**config.mk**
```make
export PLATFORM = sky130hd
export DESIGN_NAME = control_sequencer
export DESIGN_NICKNAME = d
export VERILOG_FILES = /design/src/rtl/control_sequencer.sv
export SDC_FILE = /design/constraint.sdc
export NUM_CORES = 1
export LEC_CHECK = 0
export ABC_CLOCK_PERIOD_IN_PS = 4180
export BUFFER_PORTS_ARGS = -buffer_cell sky130_fd_sc_hd__buf_2
export CORE_ASPECT_RATIO = 1.5
export CORE_MARGIN = 3
export CORE_UTILIZATION = 29
export DETAILED_ROUTE_END_ITERATION = 10
export GPL_TIMING_DRIVEN = 0
export MAX_ROUTING_LAYER = met4
export PLACE_DENSITY = 0.6
export REMOVE_ABC_BUFFERS = 1
export SYNTH_ARGS = -nofsm -noshare
export SYNTH_HDL_FRONTEND = slang
export SYNTH_SLANG_ARGS = --single-unit
```
**constraint.sdc**
```tcl
create_clock -name clock -period 4.18 [get_ports clock]
set_clock_uncertainty 0.1 [all_clocks]
set_input_delay 0.418 -clock clock [delete_from_list [all_inputs] [get_ports clock]]
set_output_delay 0.418 -clock clock [all_outputs]
set_load 0.05 [all_outputs]
```
**src/rtl/control_sequencer.sv**
```systemverilog
// Hardwired control unit: walks fetch (T0-T2) and execute (T3-T7) for each instruction
// and drives datapath, memory, ALU and register-select strobes as Moore outputs.
module control_sequencer #(
  parameter int MEM_WAIT = 1
) (
  input  logic        clock,
  input  logic        reset_n,
  input  logic [31:0] IR,
  input  logic        CON_FF,
  input  logic        stop,
  output logic        run,
  output logic        PCout,
  output logic        PCin,
  output logic        IncPC,
  output logic        MARin,
  output logic        MDRin,
  output logic        MDRout,
  output logic        IRin,
  output logic        Yin,
  output logic        Zin,
  output logic        Zlowout,
  output logic        Cout,
  output logic        CONin,
  output logic        Read,
  output logic        Write,
  output logic        Gra,
  output logic        Grb,
  output logic        Grc,
  output logic        Rin,
  output logic        Rout,
  output logic        BAout,
  output logic [3:0]  alu_op,
  output logic [3:0]  state_dbg
);

  localparam int WW = (MEM_WAIT > 1) ? $clog2(MEM_WAIT) : 1;
  localparam logic [WW-1:0] WAIT_INIT = WW'(MEM_WAIT - 1);

  localparam logic [4:0] OP_LD   = 5'b00000;
  localparam logic [4:0] OP_LDI  = 5'b00001;
  localparam logic [4:0] OP_ST   = 5'b00010;
  localparam logic [4:0] OP_ADD  = 5'b00011;
  localparam logic [4:0] OP_SUB  = 5'b00100;
  localparam logic [4:0] OP_AND  = 5'b00101;
  localparam logic [4:0] OP_OR   = 5'b00110;
  localparam logic [4:0] OP_ADDI = 5'b01100;
  localparam logic [4:0] OP_ANDI = 5'b01101;
  localparam logic [4:0] OP_ORI  = 5'b01110;
  localparam logic [4:0] OP_BRX  = 5'b10010;
  localparam logic [4:0] OP_HALT = 5'b11011;

  localparam logic [3:0] ALU_ADD = 4'b0000;
  localparam logic [3:0] ALU_SUB = 4'b0001;
  localparam logic [3:0] ALU_AND = 4'b0010;
  localparam logic [3:0] ALU_OR  = 4'b0011;

  typedef enum logic [3:0] {
    S_RST   = 4'd0,
    S_T0    = 4'd1,
    S_T1    = 4'd2,
    S_T2    = 4'd3,
    S_T3    = 4'd4,
    S_T4    = 4'd5,
    S_T5    = 4'd6,
    S_T6    = 4'd7,
    S_T7    = 4'd8,
    S_PAUSE = 4'd9,
    S_HALT  = 4'd10
  } state_e;

  typedef enum logic [2:0] {
    C_NOP, C_ALU, C_IMM, C_LD, C_ST, C_BRX, C_HALT
  } op_class_e;

  function automatic op_class_e classify(input logic [4:0] op);
    case (op)
      OP_ADD, OP_SUB, OP_AND, OP_OR:     classify = C_ALU;
      OP_ADDI, OP_ANDI, OP_ORI, OP_LDI:  classify = C_IMM;
      OP_LD:                             classify = C_LD;
      OP_ST:                             classify = C_ST;
      OP_BRX:                            classify = C_BRX;
      OP_HALT:                           classify = C_HALT;
      default:                           classify = C_NOP;
    endcase
  endfunction

  function automatic logic [3:0] alu_code(input logic [4:0] op);
    case (op)
      OP_SUB:          alu_code = ALU_SUB;
      OP_AND, OP_ANDI: alu_code = ALU_AND;
      OP_OR,  OP_ORI:  alu_code = ALU_OR;
      default:         alu_code = ALU_ADD;
    endcase
  endfunction

  state_e          state_q, state_d;
  logic [WW-1:0]   wait_q, wait_d;
  logic [4:0]      op_q, op_d;
  op_class_e       cls_q, cls_ir;
  state_e          boundary;

  // Register fields are decoded by the select/encode block, not here.
  logic unused_ir_fields;
  assign unused_ir_fields = ^IR[26:0];

  assign cls_q     = classify(op_q);
  assign cls_ir    = classify(IR[31:27]);
  // Every path back to T0 samples stop here; PAUSE holds the PC untouched.
  assign boundary  = stop ? S_PAUSE : S_T0;
  assign state_dbg = state_q;

  always_ff @(posedge clock or negedge reset_n) begin
    if (!reset_n) begin
      state_q <= S_RST;
      wait_q  <= '0;
      op_q    <= '0;
    end else begin
      state_q <= state_d;
      wait_q  <= wait_d;
      op_q    <= op_d;
    end
  end

  always_comb begin
    state_d = state_q;
    wait_d  = wait_q;
    op_d    = op_q;
    case (state_q)
      S_RST: state_d = S_T0;
      S_T0: begin
        state_d = S_T1;
        wait_d  = WAIT_INIT;
      end
      S_T1: begin
        if (wait_q != '0) wait_d = wait_q - WW'(1);
        else              state_d = S_T2;
      end
      S_T2: begin
        op_d = IR[31:27];
        case (cls_ir)
          C_ALU, C_IMM, C_LD, C_ST, C_BRX: state_d = S_T3;
          C_HALT:                          state_d = S_HALT;
          default:                         state_d = boundary;
        endcase
      end
      S_T3: state_d = (cls_q == C_NOP || cls_q == C_HALT) ? boundary : S_T4;
      S_T4: state_d = (cls_q == C_BRX) ? boundary : S_T5;
      S_T5: begin
        if (cls_q == C_LD || cls_q == C_ST) begin
          state_d = S_T6;
          if (cls_q == C_LD) wait_d = WAIT_INIT;
        end else begin
          state_d = boundary;
        end
      end
      S_T6: begin
        if (cls_q == C_ST) begin
          state_d = S_T7;
          wait_d  = WAIT_INIT;
        end else if (wait_q != '0) begin
          wait_d = wait_q - WW'(1);
        end else begin
          state_d = S_T7;
        end
      end
      S_T7: begin
        if (cls_q == C_ST && wait_q != '0) wait_d = wait_q - WW'(1);
        else                               state_d = boundary;
      end
      S_PAUSE: if (!stop) state_d = S_T0;
      S_HALT:  state_d = S_HALT;
      default: state_d = S_RST;
    endcase
  end

  always_comb begin
    run = 1'b0;  PCout = 1'b0;   PCin = 1'b0;  IncPC = 1'b0; MARin = 1'b0;
    MDRin = 1'b0; MDRout = 1'b0; IRin = 1'b0;  Yin = 1'b0;   Zin = 1'b0;
    Zlowout = 1'b0; Cout = 1'b0; CONin = 1'b0; Read = 1'b0;  Write = 1'b0;
    Gra = 1'b0;  Grb = 1'b0;     Grc = 1'b0;   Rin = 1'b0;   Rout = 1'b0;
    BAout = 1'b0; alu_op = 4'b0000;
    case (state_q)
      S_T0: begin
        run = 1'b1; PCout = 1'b1; MARin = 1'b1; IncPC = 1'b1; Zin = 1'b1;
      end
      S_T1: begin
        run = 1'b1; Zlowout = 1'b1; PCin = 1'b1; Read = 1'b1; MDRin = 1'b1;
      end
      S_T2: begin
        run = 1'b1; MDRout = 1'b1; IRin = 1'b1;
      end
      S_T3: begin
        run = 1'b1;
        case (cls_q)
          C_ALU:              begin Grb = 1'b1; Rout = 1'b1; Yin = 1'b1; end
          C_IMM, C_LD, C_ST:  begin Grb = 1'b1; BAout = 1'b1; Yin = 1'b1; end
          C_BRX:              begin Gra = 1'b1; Rout = 1'b1; CONin = 1'b1; end
          default: ;
        endcase
      end
      S_T4: begin
        run = 1'b1;
        case (cls_q)
          C_ALU: begin Grc = 1'b1; Rout = 1'b1; Zin = 1'b1; alu_op = alu_code(op_q); end
          C_IMM, C_LD, C_ST: begin Cout = 1'b1; Zin = 1'b1; alu_op = alu_code(op_q); end
          // The only IR/flag-to-output path: branch target load gated by the condition flop.
          C_BRX: begin Grb = 1'b1; Rout = 1'b1; PCin = CON_FF; end
          default: ;
        endcase
      end
      S_T5: begin
        run = 1'b1;
        case (cls_q)
          C_ALU, C_IMM: begin Zlowout = 1'b1; Gra = 1'b1; Rin = 1'b1; end
          C_LD, C_ST:   begin Zlowout = 1'b1; MARin = 1'b1; end
          default: ;
        endcase
      end
      S_T6: begin
        run = 1'b1;
        if (cls_q == C_ST) begin Gra = 1'b1; Rout = 1'b1; MDRin = 1'b1; end
        else               begin Read = 1'b1; MDRin = 1'b1; end
      end
      S_T7: begin
        run = 1'b1;
        if (cls_q == C_ST) Write = 1'b1;
        else               begin MDRout = 1'b1; Gra = 1'b1; Rin = 1'b1; end
      end
      default: ;
    endcase
  end

endmodule

```
==> out/results.tsv, run 1 <==
stage	metric	value	unit
floorplan	io pins	65	
logic_synthesis	mapped cell area	1390	um2
grt	total track usage	0.133	
power	Static Leak	0.735	nW
sta	Final min period	3380	ps
sta	hold_ws	350	ps
cts	Clk Latency, worst-skew pair	230	ps
hold_path	HP Class	primary input to register	
worst_setup_path	Critical path destination	alu_op[1]	
power	Pwr Density	916	nW/um2
detailed_routing	drt first pass iters	4	
worst_setup_path	reg-to-reg startpoint	state_dbg[0]	
cts	H-Tree Depth	1	
detailed_routing	routed wire length	3680	um
worst_setup_path	crit-path cells	inv_1 > ha_1 > nand2b_1 > a32oi_1 > nand2_1 > mux2_2 > nor4_1 > buf_2	
sta	worst rel slew slack	0.221	
layout	layout cell share with drive strength beyond 1	0.237	
detailed_routing	per-cell routed wire length	13.6	um
logic_synthesis	#FFs+latches synth	10	
hold_path	Hold Path Stages	3	
logic_synthesis	Synth Area per Inst	7.71	um2
worst_setup_path	worst stage delay on the critical path	510	ps
logic_synthesis	fraction of registers with async set/reset	1.00	
layout	area grow syn2layout	17.8	%
placement	Cell Area, Placed	1580	um2
cts	CTS sink count	10	
cts	clock buffer depth	2	
worst_setup_path	critical path class	register to output pin	
worst_setup_path	Bufs and invs on worst path	2	
logic_synthesis	post-synthesis instance total	180	
worst_setup_path	CP top delay family	compound AO/OA/AOI/OAI gates	
logic_synthesis	part of the Yosys area used for sequential elements	0.180	
cts	Post CTS Setup Buffer Count	0	
power	Logic pwr share	0.750	
worst_setup_path	crit path DAT	2860	ps
cts	clock tree from TritonCTS	done	
cts	clk root buf	clkbuf_8	
layout	post-route cell area	1630	um2
sta	maximum clock rate	0.296	GHz
grt	grt total ovfl	0	
logic_synthesis	YS warnings	0	
worst_setup_path	R2R cell count	5	
cts	Num CTS Buffers	3	
cts	clock-pin slew on the worst setup and hold paths	40	ps
sta	RSZ-0062 raised after global routing	false	
placement	post-DP HPWL	2890	um
worst_setup_path	Setup crit start kind	register	
power	Max VDD drop	0.000389	V
detailed_routing	via count	1437	
power	internal power	0.000549	W
grt	vias in the first global route	1330	
placement	routability cong.	0.856	
power	Psw	0.000949	W
layout	commonest non-fill, non-tap cells in the layout	35 x buf_2, 17 x nor2_1, 11 x nand2_1, 10 x a21oi_1, 10 x dfrtp_1	
floorplan	Die Y	90.7	um
logic_synthesis	Cell variety after synth	62	
worst_setup_path	R2R Path End	state_dbg[0]	
detailed_routing	DRC viols	0	
flow_run	number of max-cap violations	0	
grt	first-pass GRT wire length	6130	um
layout	most common cell after layout, fill and taps aside	buf_2	
logic_synthesis	top_reg_cell synth	dfrtp_1	
sta	setup TNS	0	ps
floorplan	die width	62.5	um
layout	number of antenna diodes	0	
floorplan	core area	4580	um2
grt	largest net degree at the start of global routing	22	
worst_setup_path	Critical path origin	op_q[1]	
floorplan	number of cell rows	30	
worst_setup_path	CP Depth	8	
power	clock power share	0.064	
floorplan	die footprint	5670	um2
worst_setup_path	Required @ worst endpoint	3660	ps
run_status	run status	finished, final reports clean	
detailed_routing	ANT nets after route	0	
worst_setup_path	setup slack, reg-to-reg	1540	ps
layout	NumNets Final	253	
placement	IO buf count	35	
sta	Final setup viols	0	
worst_setup_path	Crit. End Element	output pin	
floorplan	Starting Density	0.303	
worst_setup_path	CP Max Fanout	8	
sta	Max Transition Viols Final	0	
detailed_routing	via/cell ratio	5.30	
worst_setup_path	slowest stage cell, crit path	a32oi_1	
sta	Slew @ Worst Pin	1160	ps
sta	post-route clock period utilization	0.807	
grt	initial antenna violation count	0	
logic_synthesis	Post-synth EDFFs	0	
detailed_routing	DRT iter0 DRCs	133	
sta	final hold viol count	0	
power	Sequential Power Share	0.187	
power	switch share	0.634	
==> metrics by stage <==
stage | std cells | total power (W) | worst slack, ps | util
after floorplan | 168 | 0.00114 | 375 | -
after global placement | 267 | 0.00140 | 1070 | 0.346
after detailed placement | 267 | 0.00140 | 1070 | 0.346
after CTS | 271 | 0.00150 | 802 | 0.357
after global routing | 271 | 0.00161 | 534 | 0.357
final | 271 | 0.00150 | 805 | 0.357
==> synthesized netlist by cell type (3+ instances only) <==
cell type | count | area [um2]
a21o_1 | 4 | 30.0
nor2b_1 | 4 | 25.0
o31ai_1 | 5 | 37.5
nand2b_1 | 6 | 37.5
buf_4 | 3 | 22.5
o211ai_1 | 3 | 22.5
nand2_1 | 11 | 41.3
o21bai_1 | 3 | 22.5
nand3_1 | 4 | 20.0
a21oi_1 | 10 | 50.1
mux2_2 | 3 | 33.8
nor3_1 | 6 | 30.0
o21ai_0 | 8 | 40.0
or3_1 | 3 | 18.8
clkbuf_1 | 7 | 26.3
dfrtp_1 | 10 | 250
and2_1 | 4 | 25.0
buf_2 | 3 | 15.0
inv_1 | 8 | 30.0
ha_1 | 8 | 100
nor2_1 | 17 | 63.8
==> flip-flops by register name (all words and copies together), names as in the netlist <==
signal	flops
wait_q	1
op_q	5
state_dbg	4
==> worst min-delay path, delay by kind of cell <==
| kind | cells | cell delay, ps |
|---|---|---|
| buffers and inverters | 1 | 110 |
| AO/OA/AOI/OAI | 1 | 60 |
| AND/OR/NAND/NOR | 1 | 50 |
==> final cells by class <==
type,count,area (um2)
inverter,9,33.8
multi-input combinational,149,1040
clock buffer,3,41.3
timing repair buffer,36,185
tap,64,80.1
sequential,10,250
fill,515,2950
==> power by group through the flow <==
stage	clock [W]	sequential, W	combinational [W]
2_1_floorplan	0	0.000305	0.000834
3_3_place_gp	0	0.000277	0.00112
3_5_place_dp	0	0.000277	0.00112
4_1_cts	0.0000991	0.000276	0.00113
5_1_grt	0.000101	0.000297	0.00121
6_report	0.0000952	0.000280	0.00112
==> logic make-up after synthesis <==
family,Yosys count,synth area share
and+or+nand+nor,77,0.326
AOI/OAI and AO/OA,54,0.287
buffers and inverters,22,0.0703
DFF,10,0.180
adders and majority gates,8,0.0721
muxes,5,0.0433
xor gates and xnor gates,3,0.0189
other,1,0.00270
==> routing by layer <==
| metal | wire length, um | vias up | global-route usage |
|---|---|---|---|
| met5 | 0 | - | - |
| met4 | 44 | 0 | 0.0571 |
| met3 | 129 | 4 | 0.00249 |
| met2 | 1940 | 33 | 0.238 |
| met1 | 1570 | 678 | 0.155 |
| li1 | - | 722 | - |
==> timing repair <==
action / 4_1_cts / 5_1_grt
endpoints found under the hold margin: 10 / 0
hold buffers: 1 / 0
endpoints found under the setup margin: 0 / 0
resized for setup: 0 / 0
==> worst min-delay path by stage <==
stage | slack, ps | from | endpoint
global route | 380 | IR[27] | op_q[0]
CTS | 350 | IR[27] | op_q[0]
global placement | 190 | reset_n | state_dbg[1]
detailed placement | 190 | reset_n | state_dbg[1]
finish | 350 | IR[27] | op_q[0]
floorplan | 20 | reset_n | op_q[0]
No activity file was read; power rests on OpenSTA's default activity.
==> run 2, diff against run 1 <==
ABC_CLOCK_PERIOD_IN_PS = 3000   (was 4180)
PLACE_DENSITY = 0.62   (was 0.6)
clock period = 3 ns   (was 4.18 ns; I/O delays follow)
==> out/results.tsv, run 2 (synthesis results as in run 1) <==
stage	metric	value	unit
cts	Num CTS Buffers	3	
worst_setup_path	Crit. End Element	output pin	
flow_run	number of max-cap violations	0	
floorplan	Die Y	90.7	um
floorplan	io pins	65	
sta	final hold viol count	0	
detailed_routing	per-cell routed wire length	13.7	um
hold_path	Hold Path Stages	3	
cts	clock tree from TritonCTS	done	
detailed_routing	DRT iter0 DRCs	93	
sta	worst setup margin	151	ps
worst_setup_path	reg-to-reg startpoint	op_q[1]	
hold_path	hold endpoint	op_q[0]	
layout	Top reg by flops	op_q	
layout	area grow syn2layout	22.4	%
sta	RSZ-0062 raised after global routing	false	
detailed_routing	via count	1448	
run_status	run status	finished, final reports clean	
grt	largest net degree at the start of global routing	22	
grt	total track usage	0.134	
sta	maximum clock rate	0.351	GHz
worst_setup_path	CP Max Fanout	8	
layout	number of antenna diodes	0	
power	Pwr Density	1290	nW/um2
worst_setup_path	Setup crit start kind	register	
worst_setup_path	R2R cell count	8	
sta	worst rel slew slack	0.499	
floorplan	core area	4580	um2
layout	most common cell after layout, fill and taps aside	buf_2	
detailed_routing	DRC viols	0	
layout	NumNets Final	256	
layout	layout cell share with drive strength beyond 1	0.275	
sta	post-route clock period utilization	0.950	
detailed_routing	drt first pass iters	4	
hold_path	HP Class	primary input to register	
layout	post-route cell area	1700	um2
worst_setup_path	crit path DAT	2450	ps
detailed_routing	via/cell ratio	5.27	
power	Static Leak	0.757	nW
cts	Clk Latency, worst-skew pair	230	ps
sta	setup TNS	0	ps
worst_setup_path	R2R Path End	state_dbg[3]	
worst_setup_path	Required @ worst endpoint	2600	ps
detailed_routing	ANT nets after route	0	
sta	Final min period	2850	ps
floorplan	die footprint	5670	um2
placement	routability cong.	0.866	
grt	grt total ovfl	0	
floorplan	number of cell rows	30	
placement	pre-CTS setup slack	32.3	ps
grt	first-pass GRT wire length	6240	um
cts	H-Tree Depth	1	
sta	Slew @ Worst Pin	747	ps
cts	clk root buf	clkbuf_8	
detailed_routing	routed wire length	3770	um
power	Max VDD drop	0.000536	V
cts	CTS sink count	10	
hold_path	min-delay src	IR[27]	
floorplan	die width	62.5	um
layout	commonest non-fill, non-tap cells in the layout	33 x buf_2, 17 x nor2_1, 11 x nand2_1, 10 x a21oi_1, 9 x dfrtp_1	
placement	IO buf count	35	
layout	Finished Layout Cells	275	
grt	initial antenna violation count	0	
sta	Final setup viols	0	
worst_setup_path	setup slack, reg-to-reg	580	ps
sta	Max Transition Viols Final	0	
cts	clock-pin slew on the worst setup and hold paths	40	ps
placement	cell count after placement	267	
placement	Cell Area, Placed	1580	um2
placement	post-DP HPWL	2820	um
grt	vias in the first global route	1340	
floorplan	Starting Density	0.303	
worst_setup_path	critical path class	register to output pin	
layout	max FFs per register	5	
cts	clock buffer depth	2	
power	Pwr Total	0.00220	W
run 2: metrics by stage:
step | utilization | hold WS [ps]
3_3_place_gp | 0.346 | 64.9
5_1_grt | 0.371 | 271
3_5_place_dp | 0.346 | 65.8
6_report | 0.371 | 237
4_1_cts | 0.366 | 241
2_1_floorplan | - | -95.6
run 2: area by class of cell:
cell class | count | area (um2)
multi-input cells | 149 | 1060
clock buffers | 4 | 55.1
flip-flops and latches | 10 | 251
well taps | 64 | 80.1
inverters | 9 | 33.8
repair buffers | 39 | 213
fillers | 506 | 2880
run 2: what timing repair did:
item | CTS | global route
pin swaps | 1 | 1
setup endpoints to repair | 8 | 3
buffers inserted | 1 | 2
resized for setup | 4 | 4
hold buffers | 1 | 0
endpoints found under the hold margin | 10 | 0
run 2: critical path: stages (launching register included):
cell and delay (ps):
dfrtp_2 430, inv_1 100, ha_1 350, nand2b_1 100, a32oi_2 220, nand2_1 100, mux2_2 360, nor4_1 280
buf_4 260
run 2: power by group:
group,switching (W),internal (W)
Combinational,0.00111,0.000530
Sequential,0.000198,0.000197
Clock,0.0000482,0.000115
run 2: worst max path at each step:
stage,startpoint,to,slack [ps],cells after the start
CTS,op_q[1],alu_op[1],10,7
global placement,op_q[1],alu_op[1],40,8
global route,op_q[1],alu_op[1],2,8
floorplan,state_dbg[0],MDRout,-690,3
finish,op_q[1],alu_op[1],150,8
detailed placement,op_q[1],alu_op[1],30,8
run 2: layer usage:
| layer | part of all wire | track usage |
|---|---|---|
| met5 | 0 | - |
| met4 | 0.017 | 0.0497 |
| met3 | 0.030 | 0.00996 |
| met2 | 0.51 | 0.232 |
| met1 | 0.44 | 0.161 |
==> run 3, diff against run 2 <==
CTS_BUF_LIST = sky130_fd_sc_hd__clkbuf_16   (was unset)
==> out/results.tsv, run 3 (synthesis results as in run 1) <==
stage	metric	value	unit
layout	fill cell count	499	
sta	post-route clock period utilization	0.950	
sta	final hold viol count	0	
layout	max FFs per register	5	
power	Max VDD drop	0.000536	V
floorplan	number of cell rows	30	
detailed_routing	via/cell ratio	5.31	
sta	maximum clock rate	0.351	GHz
grt	largest net degree at the start of global routing	22	
cts	clock-pin slew on the worst setup and hold paths	40	ps
placement	Cell Area, Placed	1580	um2
power	Pwr Density	1320	nW/um2
floorplan	io pins	65	
floorplan	die width	62.5	um
grt	vias in the first global route	1349	
worst_setup_path	CP Max Fanout	8	
floorplan	core area	4580	um2
worst_setup_path	Required @ worst endpoint	2600	ps
grt	total track usage	0.135	
sta	setup TNS	0	ps
cts	clock tree from TritonCTS	done	
cts	clock buffer depth	2	
layout	number of antenna diodes	0	
placement	routability cong.	0.866	
grt	grt total ovfl	0	
layout	commonest non-fill, non-tap cells in the layout	33 x buf_2, 17 x nor2_1, 11 x nand2_1, 10 x a21oi_1, 9 x dfrtp_1	
worst_setup_path	critical path class	register to output pin	
worst_setup_path	setup slack, reg-to-reg	540	ps
sta	Final setup viols	0	
flow_run	number of max-cap violations	0	
worst_setup_path	reg-to-reg startpoint	op_q[1]	
detailed_routing	ANT nets after route	0	
layout	most common cell after layout, fill and taps aside	buf_2	
layout	area grow syn2layout	24.1	%
detailed_routing	routed wire length	3790	um
detailed_routing	drt first pass iters	5	
floorplan	Starting Density	0.303	
hold_path	HP Class	primary input to register	
detailed_routing	per-cell routed wire length	13.8	um
detailed_routing	DRT iter0 DRCs	88	
sta	Slew @ Worst Pin	735	ps
cts	Num CTS Buffers	3	
floorplan	die footprint	5670	um2
grt	first-pass GRT wire length	6270	um
worst_setup_path	Setup crit start kind	register	
run_status	run status	finished, final reports clean	
hold_path	min-delay src	IR[27]	
cts	H-Tree Depth	1	
layout	layout cell share with drive strength beyond 1	0.270	
cts	Clk Latency, worst-skew pair	240	ps
power	Pwr Total	0.00227	W
hold_path	Hold Path Stages	3	
power	Static Leak	0.767	nW
sta	RSZ-0062 raised after global routing	false	
placement	post-DP HPWL	2820	um
layout	post-route cell area	1720	um2
layout	Top reg by flops	op_q	
hold_path	hold endpoint	op_q[0]	
sta	Max Transition Viols Final	0	
worst_setup_path	crit path DAT	2450	ps
sta	Final min period	2850	ps
placement	IO buf count	35	
grt	initial antenna violation count	0	
cts	clk root buf	clkbuf_16	
detailed_routing	via count	1460	
worst_setup_path	R2R Path End	state_dbg[3]	
worst_setup_path	Crit. End Element	output pin	
worst_setup_path	R2R cell count	8	
cts	CTS sink count	10	
detailed_routing	DRC viols	0	
layout	NumNets Final	256	
floorplan	Die Y	90.7	um
sta	worst rel slew slack	0.507	
run 3: changes by cell type in the layout (fill, tap and decap cells not counted), sizes merged:
cell    before  now
clkbuf       4    3
clkinv       0    1
run 3: repair_timing:
item                                    4_1_cts  5_1_grt
endpoints found under the setup margin        8        3
hold buffers                                  1        0
pin swaps                                     1        1
setup buffers                                 1        2
resized for setup                             4        4
hold endpoints to repair                     10        0
run 3: worst max-delay path by stage:
stage	startpoint	endpoint	slack (ps)	cells after the start
3_3_place_gp	op_q[1]	alu_op[1]	40	8
2_1_floorplan	state_dbg[0]	MDRout	-690	3
5_1_grt	op_q[1]	alu_op[1]	5	8
4_1_cts	op_q[1]	alu_op[1]	10	7
6_report	op_q[1]	alu_op[1]	150	8
3_5_place_dp	op_q[1]	alu_op[1]	30	8
run 3: cell type report:
type | count | area [um2] | area share
tap | 64 | 80.1 | 0.0465
timing repair buffer | 39 | 213 | 0.124
clock buffer | 3 | 75.1 | 0.0436
clock inverter | 1 | 3.75 | 0.00218
sequential | 10 | 251 | 0.146
inverter | 9 | 33.8 | 0.0196
multi-input combinational | 149 | 1060 | 0.618
run 3: routing by layer:
layer  vias to the layer above  track usage  wire length [um]
met1                       689        0.162              1650
met3                         6       0.0137               144
met2                        38        0.232              1930
met4                         0       0.0497                70
met5                         -            -                 0
li1                        727            -                 -
run 3: critical path, cell delays in order, from the launching register on:
cell	delay (ps)
dfrtp_2	420
inv_1	100
ha_1	350
nand2b_1	100
a32oi_2	220
nand2_1	100
mux2_2	360
nor4_1	290
buf_4	260
run 3: where the power goes:
part | switching [W] | leakage, nW | internal (W)
Sequential | 0.000197 | 0.123 | 0.000197
Combinational | 0.00111 | 0.605 | 0.000530
Clock | 0.0000577 | 0.0385 | 0.000174
run 3: through the flow:
step                 util  hold slack, ps  std cells  worst slack, ps
finish              0.376             236        275              151
global route        0.376             271        275             4.63
CTS                 0.371             243        273             14.4
detailed placement  0.346            65.8        267             32.3
global placement    0.346            64.9        267             39.7
floorplan               -           -95.6        168             -687
